**config.mk**
```make
export PLATFORM = sky130hd
export DESIGN_NAME = tl_ul_master_port
export DESIGN_NICKNAME = d
export VERILOG_FILES = /design/src/rtl/tl_ul_master_port.sv
export SDC_FILE = /design/constraint.sdc
export NUM_CORES = 1
export LEC_CHECK = 0
export CAP_MARGIN = 30
export CORE_ASPECT_RATIO = 1.25
export CORE_MARGIN = 2
export CORE_UTILIZATION = 45
export DETAILED_ROUTE_END_ITERATION = 16
export DONT_BUFFER_PORTS = 1
export PLACE_DENSITY = 0.58
export SKIP_LAST_GASP = 1
export SLEW_MARGIN = 10
export SYNTH_ARGS = -nofsm -noshare
export SYNTH_HDL_FRONTEND = slang
export SYNTH_SLANG_ARGS = --single-unit
```
**constraint.sdc**
```tcl
create_clock -name clk_i -period 3 [get_ports clk_i]
set_clock_uncertainty 0.1 [all_clocks]
set_input_delay 0.6 -clock clk_i [delete_from_list [all_inputs] [get_ports clk_i]]
set_output_delay 0.6 -clock clk_i [all_outputs]
set_load 0.01 [all_outputs]
```
**src/rtl/tl_ul_master_port.sv**
```systemverilog
// tl_ul_master_port: TileLink-UL master with in-order response retirement over a source-indexed slot table
module tl_ul_master_port #(
    parameter int ADDR_WIDTH   = 32,
    parameter int DATA_WIDTH   = 32,
    parameter int SOURCE_WIDTH = 2
) (
    input  logic                      clk_i,
    input  logic                      reset_ni,
    input  logic                      req_valid_i,
    output logic                      req_ready_o,
    input  logic                      req_write_i,
    input  logic [ADDR_WIDTH-1:0]     req_addr_i,
    input  logic [1:0]                req_size_i,
    input  logic                      req_signed_i,
    input  logic [DATA_WIDTH-1:0]     req_wdata_i,
    output logic                      rsp_valid_o,
    input  logic                      rsp_ready_i,
    output logic [DATA_WIDTH-1:0]     rsp_rdata_o,
    output logic                      rsp_error_o,
    output logic                      a_valid_o,
    input  logic                      a_ready_i,
    output logic [2:0]                a_opcode_o,
    output logic [2:0]                a_param_o,
    output logic [1:0]                a_size_o,
    output logic [SOURCE_WIDTH-1:0]   a_source_o,
    output logic [ADDR_WIDTH-1:0]     a_address_o,
    output logic [DATA_WIDTH/8-1:0]   a_mask_o,
    output logic [DATA_WIDTH-1:0]     a_data_o,
    input  logic                      d_valid_i,
    output logic                      d_ready_o,
    input  logic [2:0]                d_opcode_i,
    input  logic [SOURCE_WIDTH-1:0]   d_source_i,
    input  logic [DATA_WIDTH-1:0]     d_data_i,
    input  logic                      d_error_i,
    output logic [SOURCE_WIDTH:0]     outstanding_o,
    output logic                      proto_err_o
);
    localparam int NSLOT = 1 << SOURCE_WIDTH;
    localparam int STRB  = DATA_WIDTH / 8;
    localparam int OFF_W = $clog2(STRB);
    localparam int SB_W  = $clog2(DATA_WIDTH);
    localparam int CNT_W = SOURCE_WIDTH + 1;
    localparam logic [1:0] FULL_SIZE     = 2'(OFF_W);
    localparam logic [2:0] A_PUT_FULL    = 3'd0;
    localparam logic [2:0] A_PUT_PARTIAL = 3'd1;
    localparam logic [2:0] A_GET         = 3'd4;
    localparam logic [2:0] D_ACK         = 3'd0;
    localparam logic [2:0] D_ACK_DATA    = 3'd1;

    logic [NSLOT-1:0]        busy_q, done_q, write_q, signed_q, err_q;
    logic [1:0]              size_q [NSLOT];
    logic [OFF_W-1:0]        off_q  [NSLOT];
    logic [DATA_WIDTH-1:0]   data_q [NSLOT];
    logic [SOURCE_WIDTH-1:0] alloc_q, retire_q;
    logic [CNT_W-1:0]        outstanding_q, outstanding_d;
    logic                    perr_q, perr_d;

    logic                    a_valid_q;
    logic [2:0]              a_opcode_q, a_opcode_d;
    logic [1:0]              a_size_q;
    logic [SOURCE_WIDTH-1:0] a_source_q;
    logic [ADDR_WIDTH-1:0]   a_address_q;
    logic [STRB-1:0]         a_mask_q, a_mask_d;
    logic [DATA_WIDTH-1:0]   a_data_q, a_data_d;

    logic                    misaligned, accept, rsp_fire, d_hit;
    logic [2:0]              d_exp_op;
    logic [1:0]              rsz;
    logic [DATA_WIDTH-1:0]   shifted, keep;
    logic [SB_W-1:0]         sb_idx;

    assign misaligned  = (req_size_i == 2'd1 && req_addr_i[0])
                       | (req_size_i == 2'd2 && |req_addr_i[1:0])
                       | (req_size_i == 2'd3 && ((DATA_WIDTH == 32) || |req_addr_i[2:0]));
    assign req_ready_o = !busy_q[alloc_q] && (!a_valid_q || a_ready_i);
    assign accept      = req_valid_i && req_ready_o;
    assign rsp_valid_o = busy_q[retire_q] && done_q[retire_q];
    assign rsp_error_o = err_q[retire_q];
    assign rsp_fire    = rsp_valid_o && rsp_ready_i;
    assign d_hit       = d_valid_i && busy_q[d_source_i] && !done_q[d_source_i];
    assign d_exp_op    = write_q[d_source_i] ? D_ACK : D_ACK_DATA;
    assign perr_d      = perr_q | (d_valid_i & (!d_hit | (d_opcode_i != d_exp_op)));
    assign outstanding_d = outstanding_q + CNT_W'(accept) - CNT_W'(rsp_fire);

    assign a_valid_o     = a_valid_q;
    assign a_opcode_o    = a_opcode_q;
    assign a_param_o     = 3'd0;
    assign a_size_o      = a_size_q;
    assign a_source_o    = a_source_q;
    assign a_address_o   = a_address_q;
    assign a_mask_o      = a_mask_q;
    assign a_data_o      = a_data_q;
    assign d_ready_o     = 1'b1;
    assign outstanding_o = outstanding_q;
    assign proto_err_o   = perr_q;

    // Channel-A beat payload: opcode from direction and width, lane mask, store data replicated per lane
    always_comb begin
        a_opcode_d = !req_write_i ? A_GET : (req_size_i == FULL_SIZE) ? A_PUT_FULL : A_PUT_PARTIAL;
        a_mask_d   = STRB'(((32'd1 << (32'd1 << req_size_i)) - 32'd1) << req_addr_i[OFF_W-1:0]);
        a_data_d   = req_size_i == 2'd0 ? {STRB{req_wdata_i[7:0]}}
                   : req_size_i == 2'd1 ? {(STRB/2){req_wdata_i[15:0]}}
                   : req_size_i == 2'd2 ? {(DATA_WIDTH/32){req_wdata_i[31:0]}}
                   : req_wdata_i;
    end

    // Response data: shift the addressed lane down, keep the access width, then sign/zero extend
    always_comb begin
        rsz         = size_q[retire_q];
        shifted     = data_q[retire_q] >> {off_q[retire_q], 3'b000};
        keep        = ~({DATA_WIDTH{1'b1}} << (32'd8 << rsz));
        sb_idx      = SB_W'((32'd8 << rsz) - 32'd1);
        rsp_rdata_o = write_q[retire_q] ? '0
                    : (shifted & keep) | ((signed_q[retire_q] && shifted[sb_idx]) ? ~keep : '0);
    end

    // Slot table: allocate on accept, complete on D beat (or immediately when misaligned), free on retire
    always_ff @(posedge clk_i or negedge reset_ni) begin
        if (!reset_ni) begin
            busy_q   <= '0;
            done_q   <= '0;
            write_q  <= '0;
            signed_q <= '0;
            err_q    <= '0;
            for (int i = 0; i < NSLOT; i++) begin
                size_q[i] <= '0;
                off_q[i]  <= '0;
                data_q[i] <= '0;
            end
        end else begin
            if (rsp_fire) begin
                busy_q[retire_q] <= 1'b0;
                done_q[retire_q] <= 1'b0;
            end
            if (d_hit) begin
                done_q[d_source_i] <= 1'b1;
                data_q[d_source_i] <= d_data_i;
                err_q[d_source_i]  <= d_error_i;
            end
            if (accept) begin
                busy_q[alloc_q]   <= 1'b1;
                done_q[alloc_q]   <= misaligned;
                err_q[alloc_q]    <= misaligned;
                write_q[alloc_q]  <= req_write_i;
                signed_q[alloc_q] <= req_signed_i;
                size_q[alloc_q]   <= req_size_i;
                off_q[alloc_q]    <= req_addr_i[OFF_W-1:0];
                data_q[alloc_q]   <= '0;
            end
        end
    end

    // Circular pointers, occupancy counter and the sticky protocol-error flag
    always_ff @(posedge clk_i or negedge reset_ni) begin
        if (!reset_ni) begin
            alloc_q       <= '0;
            retire_q      <= '0;
            outstanding_q <= '0;
            perr_q        <= 1'b0;
        end else begin
            if (accept) alloc_q <= alloc_q + 1'b1;
            if (rsp_fire) retire_q <= retire_q + 1'b1;
            outstanding_q <= outstanding_d;
            perr_q        <= perr_d;
        end
    end

    // Channel-A register: load on an aligned accept, hold until the beat is taken
    always_ff @(posedge clk_i or negedge reset_ni) begin
        if (!reset_ni) begin
            a_valid_q   <= 1'b0;
            a_opcode_q  <= '0;
            a_size_q    <= '0;
            a_source_q  <= '0;
            a_address_q <= '0;
            a_mask_q    <= '0;
            a_data_q    <= '0;
        end else if (accept && !misaligned) begin
            a_valid_q   <= 1'b1;
            a_opcode_q  <= a_opcode_d;
            a_size_q    <= req_size_i;
            a_source_q  <= alloc_q;
            a_address_q <= req_addr_i;
            a_mask_q    <= a_mask_d;
            a_data_q    <= a_data_d;
        end else if (a_ready_i) begin
            a_valid_q   <= 1'b0;
        end
    end
endmodule
```
==> results.toml, run 1 <==
[cells_and_area]
diodes = 0
multi_input_area_um2 = 5520
area_delta_synth_final_pct = 15.2
nFillCells = 2368
regArea_um2 = 6190
drive_gt1_share_pct = 17.2
nNetsFinal = 1388
fin_area_um2 = 13700
layout_common_cells = "nand2_1 (468), dfrtp_1 (245), a21oi_1 (139)"
layout_commonest_cell = "nand2_1"

[floorplanning]
start_util_pct = 45.8
dieArea_um2 = 27800
chipHeight_um = 186
ios = 231
design.core.area_um2 = 26000
die_w_um = 149
row_count = 66

[timing]
setup_viol = 32
relSlewSlack_pct = 43.0
fmax_ghz = 0.284
finalHoldViolations = 247
post-route-min-period_ps = 3520
tightestPinTransition_ps = 852
fin_ws_ps = -524
period_share_pct = 117
maxSlewViolCount = 0
timing.hold.ws_ps = -338
rsz0062_at_grt = "true"

[power_and_ir_drop]
powerDensity_nw_per_um2 = 1220
p_int_w = 0.0103
combPwrFrac_pct = 43.2
p_leak_nw = 6.20
power.total_w = 0.0167
p_clk_share_pct = 20.5
peakVddDrop_uv = 793
pwr-share-seq_pct = 36.3
p_switching_w = 0.00641
swShare_pct = 38.4

[setup_path]
crit_arrival_ps = 2820
worstReg2RegStart = "retire_q[0]"
crit_path_top_delay_cell = "mux4_2"
ff2ff_path_depth = 11
crit_path_end_kind = "output port"
critPathRequiredTime_ps = 2300
crit_fanout = 8
crit_type = "register to output port"
cp-start-kind = "register"
worstReg2RegEnd = "outstanding_o[2]"
regToRegSetupSlack_ps = 190
cpPeakStageDelay_ps = 590
cp_cell_sequence = "mux4_2 -> nand2b_4 -> a311o_1 -> a2111o_1 -> buf_6 -> o21ai_2"

[worst_hold_path]
hp-class = "input pin to async pin"

[status]
violations = "hold timing, setup timing"
status = "finished, violations left"

[routing]
firstDrtPassIters = 7
wire_per_inst_um = 21.1
drc = 0
wirelength_um = 34200
vias_per_cell = 5.56
drt_iter0_markers = 541
vias = 9025
ant_nets = 0

[grt]
grt_pass1_vias = 9284
overflow = 0
grt_pass1_wl_um = 52500
grt_usage_pct = 24.5
antenna_found_initial = 1
grt_max_degree = 248

[clock_network]
clk_path_buf_depth = 3
cts.sinks = 247
cts_buffers = 27
clk-insertion-delay-late_ps = 530
clockRootBuffer = "clkbuf_16"
cts_tree = "yes"
clk_pin_slew_worst_paths_ps = 60
htreeDepth = 1

[placed_design]
routabilityCongestion = 0.854
io_buffers = 0
place_ws_ps = -81.9
hpwl_um = 21700
dpl_cell_area_um2 = 12400

[synthesis]
synthArstFlopShare_pct = 100
synth-seq-cells = 247
ys_seq_area_share_pct = 51.9
synth-edff-count = 0
synth_ff_type = "dfrtp_1"
avgSynthCellArea_um2 = 9.42
ys_types = 46
synthCells = 1264
syn_area_um2 = 11900
ys_warn_count = 0

[flow_run]
cap_viol_max_count = 0
state kept, by name, indices dropped and copies added (netlist names), 2 cells and up:
| signal | count |
|---|---|
| signed_q | 4 |
| write_q | 4 |
| a_source_o | 2 |
| a_data_o | 32 |
| a_opcode_o | 2 |
| done_q | 4 |
| busy_q | 4 |
| off_q | 8 |
| size_q | 8 |
| outstanding_o | 3 |
| data_q | 128 |
| err_q | 4 |
| a_mask_o | 4 |
| a_address_o | 32 |
| retire_q | 2 |
| a_size_o | 2 |
| alloc_q | 2 |
worst max-delay path by stage:
stage	startpoint	to	slack, ps	cells past startpoint
finish	retire_q[0]	rsp_rdata_o[16]	-520	6
floorplan	retire_q[0]	rsp_rdata_o[15]	30	6
global route	retire_q[0]	rsp_rdata_o[22]	-630	6
CTS	retire_q[0]	rsp_rdata_o[21]	-510	7
detailed placement	retire_q[0]	rsp_rdata_o[16]	-80	5
global placement	retire_q[0]	rsp_rdata_o[19]	-20	5
stage by stage:
stage / setup TNS [ps] / std cells / utilization [%]
floorplan: 0 / 1267 / -
global placement: -110 / 1563 / 47.7
detailed placement: -798 / 1563 / 47.7
CTS: -13600 / 1621 / 52.0
global route: -16990 / 1623 / 52.7
finish: -13440 / 1623 / 52.7
cell type report:
class                   instances  share of cell area, %
well taps                     340                   3.10
inverters                      12                  0.328
flip-flops and latches        247                   45.1
multi-input cells             913                   40.3
repair buffers                 64                   4.47
clock inverters                10                  0.931
clock buffers                  37                   5.79
routing by layer:
layer	GRT usage [%]	part of all wire, %	vias up
met1	29.6	39	4428
met3	6.18	7.8	47
li1	-	-	4225
met5	0	0.032	-
met4	7.66	2.6	2
met2	43.1	51	323
synthesized netlist by cell type, drive strengths merged, types with 2 or more instances:
cell type	n	share of area [%]
a221o	2	0.17
a31oi	4	0.21
clkbuf	65	2.0
or3b	4	0.29
xor2	2	0.15
buf	30	1.4
conb	2	0.063
nand2b	3	0.16
mux4	42	8.0
nor3b	4	0.25
nor2	39	1.2
mux2	15	1.4
a21oi	140	5.9
nand3	3	0.13
and2	9	0.47
dfrtp	247	52
ha	10	1.1
nand2	477	15
mux2i	39	3.3
inv	12	0.38
nand3b	2	0.13
o31ai	3	0.19
nor2b	11	0.58
a21o	7	0.44
nor3	5	0.21
o21ai	44	1.8
a211oi	23	1.5
and4	2	0.15
xnor2	4	0.29
a21bo	4	0.34
power by group through the flow:
stage	clock, W	combinational (W)	sequential, W
global route	0.00365	0.00791	0.00625
detailed placement	0	0.00627	0.00615
finish	0.00343	0.00722	0.00606
CTS	0.00352	0.00677	0.00609
floorplan	0	0.00467	0.00574
global placement	0	0.00612	0.00614
worst max-delay path: cells and delay by family (launching register included):
family                 cells  cell delay (ps)
flip-flops                 1              500
AO/OA/AOI/OAI              3              830
multiplexers               1              590
AND/OR/NAND/NOR            1              180
buffers and inverters      1              190
cell families after synthesis:
family / after synthesis / synth area share [%]
buffers and inverters: 107 / 3.82
xor gates and xnor gates: 6 / 0.441
muxes: 96 / 12.7
and+or+nand+nor: 562 / 18.8
AOI/OAI and AO/OA: 232 / 10.9
other: 2 / 0.0631
adders and majority gates: 12 / 1.30
DFF: 247 / 51.9
what timing repair did:
| item | 4_1_cts | 5_1_grt |
|---|---|---|
| endpoints found under the hold margin | 247 | 247 |
| buffers inserted | 9 | 1 |
| endpoints found under the setup margin | 32 | 33 |
| gates resized for setup | 34 | 41 |
| pin swaps | 2 | 2 |
| gates cloned | 2 | 1 |
(Power assumes the default switching activity.)
==> run 2, diff against run 1 <==
--- a/config.mk
+++ b/config.mk
@@ -5,12 +5,14 @@
 export SDC_FILE = /design/constraint.sdc
 export NUM_CORES = 1
 export LEC_CHECK = 0
+export ABC_AREA = 1
 export CAP_MARGIN = 30
 export CORE_ASPECT_RATIO = 1.25
 export CORE_MARGIN = 2
 export CORE_UTILIZATION = 45
 export DETAILED_ROUTE_END_ITERATION = 16
 export DONT_BUFFER_PORTS = 1
+export GPL_ROUTABILITY_DRIVEN = 0
 export PLACE_DENSITY = 0.58
 export SKIP_LAST_GASP = 1
 export SLEW_MARGIN = 10
==> results.toml, run 2 <==
[status]
status = "finished, violations left"
violations = "hold timing, setup timing"

[cells_and_area]
largest_reg_flops = 128
regMostFlops = "data_q"
layout_commonest_cell = "nand2_1"
layout_common_cells = "nand2_1 (316), dfrtp_1 (246), o21ai_0 (223)"
diodes = 0
utilization_pct = 54.0
drive_gt1_share_pct = 15.4
nNetsFinal = 1675
area_delta_synth_final_pct = 17.9

[clock_network]
clk_path_buf_depth = 3
clk_pin_slew_worst_paths_ps = 60
cts_buffers = 27
clk-insertion-delay-late_ps = 540
cts.sinks = 247
cts_tree = "yes"
htreeDepth = 1
clockRootBuffer = "clkbuf_16"

[grt]
grt_max_degree = 248
grt_pass1_vias = 10300
grt_pass1_wl_um = 56200
grt_usage_pct = 24.0
overflow = 0
antenna_found_initial = 0

[placed_design]
hpwl_um = 22500
io_buffers = 0

[setup_path]
crit_fanout = 7
worstReg2RegStart = "retire_q[0]"
ff2ff_path_depth = 15
cp_cell_sequence = "clkinv_4 -> buf_6 -> nand2_4 -> nand2_2 -> nand2_2 -> nand2_4 -> nor2_4 -> nand2_2 -> nand3_2 -> nand3_2 -> nand2_2 -> nand2_4 -> nand2_4 -> nand2_8 -> buf_12 -> nor2_4"
regToRegSetupSlack_ps = 260
crit_path_end_kind = "output port"
crit_arrival_ps = 2510
worstReg2RegEnd = "outstanding_o[2]"
cp-start-kind = "register"
cpPeakStageDelay_ps = 460
crit_type = "register to output port"
critPathRequiredTime_ps = 2300
crit_path_top_delay_cell = "dfrtp_2"

[routing]
wirelength_um = 35400
firstDrtPassIters = 5
drc = 0
wire_per_inst_um = 18.5
vias = 10400
vias_per_cell = 5.45
drt_iter0_markers = 672
ant_nets = 0

[floorplanning]
design.core.area_um2 = 26900
dieArea_um2 = 28700
row_count = 67
chipHeight_um = 189
ios = 231
start_util_pct = 45.8
die_w_um = 152

[timing]
maxSlewViolCount = 0
fin_ws_ps = -208
tightestPinTransition_ps = 995
post-route-min-period_ps = 3210
fmax_ghz = 0.312
relSlewSlack_pct = 33.7
timing.hold.ws_ps = -340
finalHoldViolations = 247
period_share_pct = 107
rsz0062_at_grt = "true"
setup_viol = 32

[synthesis]
synthCells = 1547
ys_types = 43
avgSynthCellArea_um2 = 7.96
synthArstFlopShare_pct = 100
ys_warn_count = 0
synthTopCellsByCount = "nand2_1 (330), dfrtp_1 (247), o21ai_0 (244)"
synth_ff_type = "dfrtp_1"
synth_top_cell_by_area = "dfrtp_1"
syn_area_um2 = 12300
synth.most_common_cell = "nand2_1"
synth-seq-cells = 247
ys_seq_area_share_pct = 50.2
synth-edff-count = 0
synth_top_area_share_pct = 50.2
synth_area_leaders = "dfrtp_1 (50%), nand2_1 (10%), o21ai_0 (9.9%)"

[power_and_ir_drop]
peakVddDrop_uv = 623
p_leak_nw = 6.98
powerDensity_nw_per_um2 = 1350
power.total_w = 0.0196

[flow_run]
cap_viol_max_count = 0

[worst_hold_path]
hp-class = "input pin to async pin"
[run 2: where the power goes]
group	total (W)	switching, W	internal [W]
combinational	0.0101	0.00602	0.00404
clock	0.00351	0.00136	0.00216
sequential	0.00600	0.00117	0.00483
total	0.0196	0.00855	0.0110
[run 2: area by class of cell]
| class | instances | area (um2) |
|---|---|---|
| Multi-Input combinational cell | 1052 | 5530 |
| Clock buffer | 36 | 739 |
| Timing Repair Buffer | 80 | 895 |
| Inverter | 144 | 551 |
| Clock inverter | 11 | 193 |
| Fill cell | 2476 | 12400 |
| Sequential cell | 247 | 6180 |
| Tap cell | 345 | 432 |
[run 2: how the worst max path moves through the flow]
stage                startpoint              end  depth (start not counted)
floorplan           retire_q[0]   rsp_rdata_o[0]                          7
finish              retire_q[0]  rsp_rdata_o[25]                         16
global placement    retire_q[0]  rsp_rdata_o[25]                         15
CTS                 retire_q[0]  rsp_rdata_o[25]                         15
global route        retire_q[0]  rsp_rdata_o[25]                         16
detailed placement  retire_q[0]  rsp_rdata_o[25]                         15
[run 2: logic make-up after synthesis]
family                     synth area share (%)
AOI/OAI and AO/OA                          19.9
xor gates and xnor gates                  0.285
adders and majority gates                  1.18
buffers and inverters                      8.68
DFF                                        50.2
muxes                                     0.569
other                                    0.0610
and+or+nand+nor                            19.2
[run 2: stage by stage]
step,TNS [ps],std cells,setup WS [ps],instance area (um2)
global route,-8540,1915,-331,14500
CTS,-3890,1904,-162,14100
floorplan,0,1550,422,12300
finish,-4890,1915,-208,14500
detailed placement,0,1839,209,12800
global placement,0,1838,280,12700
[run 2: timing repair]
item,in CTS,in global routing
endpoints found under the hold margin,247,247
resized for setup,63,82
setup buffers,15,10
cloned,3,1
pin swaps,10,31
setup endpoints to repair,32,32
[run 2: worst max-delay path, delay by kind of cell (launching register included)]
| kind | cells | cell delay [ps] |
|---|---|---|
| buffers and inverters | 3 | 420 |
| flip-flops | 1 | 460 |
| AND/OR/NAND/NOR | 13 | 1090 |
[run 2: per-layer routing]
metal | vias to the layer above | wire length, um | global-route usage (%)
met1 | 4970 | 14600 | 30.5
met3 | 51 | 2760 | 5.56
met2 | 383 | 17300 | 41.3
met5 | - | 0 | 0
met4 | 0 | 755 | 6.83
li1 | 5040 | - | -
==> run 3, diff against run 2 <==
--- a/config.mk
+++ b/config.mk
@@ -6,7 +6,7 @@
 export NUM_CORES = 1
 export LEC_CHECK = 0
 export ABC_AREA = 1
-export CAP_MARGIN = 30
+export CAP_MARGIN = 10
 export CORE_ASPECT_RATIO = 1.25
 export CORE_MARGIN = 2
 export CORE_UTILIZATION = 45
==> results.toml, run 3 (synthesis results as in run 2) <==
[status]
status = "finished, violations left"
violations = "hold timing, setup timing"

[timing]
setup_viol = 32
finalHoldViolations = 247
tightestPinTransition_ps = 1100
fin_ws_ps = -149
fmax_ghz = 0.318
period_share_pct = 105
relSlewSlack_pct = 26.5
timing.hold.ws_ps = -342
rsz0062_at_grt = "true"
post-route-min-period_ps = 3150
maxSlewViolCount = 0

[flow_run]
cap_viol_max_count = 0

[clock_network]
cts.sinks = 247
clk_pin_slew_worst_paths_ps = 60
clk_path_buf_depth = 3
cts_tree = "yes"
htreeDepth = 1
cts_buffers = 27
clockRootBuffer = "clkbuf_16"
clk-insertion-delay-late_ps = 540

[routing]
met2_length_um = 16900
vias_per_cell = 5.42
wl_met1_um = 14800
met3_length_um = 2530
drc = 0
wirelength_um = 35200
ant_nets = 0
vias = 10300
firstDrtPassIters = 6
top_layer = "met4"
wire_per_inst_um = 18.5
drt_iter0_markers = 578

[floorplanning]
ios = 231
die_w_um = 152
chipHeight_um = 189
start_util_pct = 45.8
row_count = 67
design.core.area_um2 = 26900
dieArea_um2 = 28700

[power_and_ir_drop]
swShare_pct = 44.1
p_clk_share_pct = 17.5
p_switching_w = 0.00829
pwr-share-seq_pct = 31.9
p_leak_nw = 6.88
p_int_w = 0.0105
powerDensity_nw_per_um2 = 1320
peakVddDrop_uv = 623
combPwrFrac_pct = 50.6

[cells_and_area]
diodes = 0
regMostFlops = "data_q"
layout_common_cells = "nand2_1 (320), dfrtp_1 (246), o21ai_0 (237)"
layout_commonest_cell = "nand2_1"
area_delta_synth_final_pct = 15.7
nNetsFinal = 1666
largest_reg_flops = 128
drive_gt1_share_pct = 13.8
nFillCells = 2574
fin_area_um2 = 14300
layoutNonFillerInstCount = 1906

[setup_path]
crit_fanout = 7
cp-start-kind = "register"
critPathRequiredTime_ps = 2300
crit_path_end_kind = "output port"
crit_type = "register to output port"
crit_arrival_ps = 2450

[grt]
grt_pass1_wl_um = 56600
grt_pass1_vias = 10400
overflow = 0
grt_usage_pct = 24.2
antenna_found_initial = 0
grt_max_degree = 248

[placed_design]
dpl_cell_area_um2 = 12700
placed_cells = 1838
io_buffers = 0
hpwl_um = 22500
place_ws_ps = 209

[worst_hold_path]
hp-class = "input pin to async pin"
-- run 3: worst paths after layout --
| check | start | to | slack (ps) | depth (start not counted) |
|---|---|---|---|---|
| min | reset_ni | data_q[9] | -340 | 0 |
| max reg2reg | retire_q[0] | outstanding_o[2] | 240 | 15 |
| min reg2reg | size_q[3] | size_q[3] | 390 | 2 |
| max in group asynchronous | reset_ni | data_q[112] | 2660 | 0 |
| max | retire_q[0] | rsp_rdata_o[25] | -150 | 15 |
| min in group clk_i | a_ready_i | a_valid_o | 60 | 1 |
-- run 3: what timing repair did --
action | in CTS | in global routing
pin swaps | 16 | 7
setup buffers | 17 | 1
endpoints found under the setup margin | 32 | 32
gates resized for setup | 77 | 27
hold endpoints to repair | 247 | 247
cloned | 3 | 0
-- run 3: power groups by stage --
| stage | Combinational [W] | Sequential, W | Clock (W) |
|---|---|---|---|
| 3_3_place_gp | 0.00761 | 0.00605 | 0 |
| 5_1_grt | 0.0105 | 0.00618 | 0.00350 |
| 3_5_place_dp | 0.00779 | 0.00602 | 0 |
| 2_1_floorplan | 0.00570 | 0.00572 | 0 |
| 4_1_cts | 0.00912 | 0.00601 | 0.00335 |
| 6_report | 0.00952 | 0.00601 | 0.00329 |
-- run 3: area by class of cell --
class / count / area, um2 / area share (%)
Sequential cell: 247 / 6180 / 43.4
Multi-Input combinational cell: 1052 / 5440 / 38.1
Inverter: 144 / 548 / 3.85
Clock buffer: 40 / 774 / 5.43
Timing Repair Buffer: 71 / 786 / 5.51
Clock inverter: 7 / 92.6 / 0.650
Tap cell: 345 / 432 / 3.03
-- run 3: worst max-delay path, cell delays in order, from the launching register on --
cell     delay [ps]
dfrtp_2         470
inv_4           120
buf_4           120
nand2_2          50
nand3_1          70
nand2_2         110
nand2_2         100
nand3_2          80
nand3_1         100
nand3_1          80
nand2_2         100
nand2_4          80
nand2_4         100
nand2_8          80
buf_12          160
nor2_4          100
-- run 3: per-stage QoR --
step                      util (%)  setup TNS (ps)  total power (W)
after floorplan                  -               0           0.0114
after global placement        47.3               0           0.0137
after detailed placement      47.3               0           0.0138
after CTS                     52.5           -2440           0.0185
after global routing          53.0           -7130           0.0202
final                         53.0           -2910           0.0188
-- run 3: layer usage --
metal  GRT usage [%]  up-vias
met4            8.05        0
met1            30.5     4913
met2            41.2      332
li1                -     5015
met5               0        -
met3            5.70       62
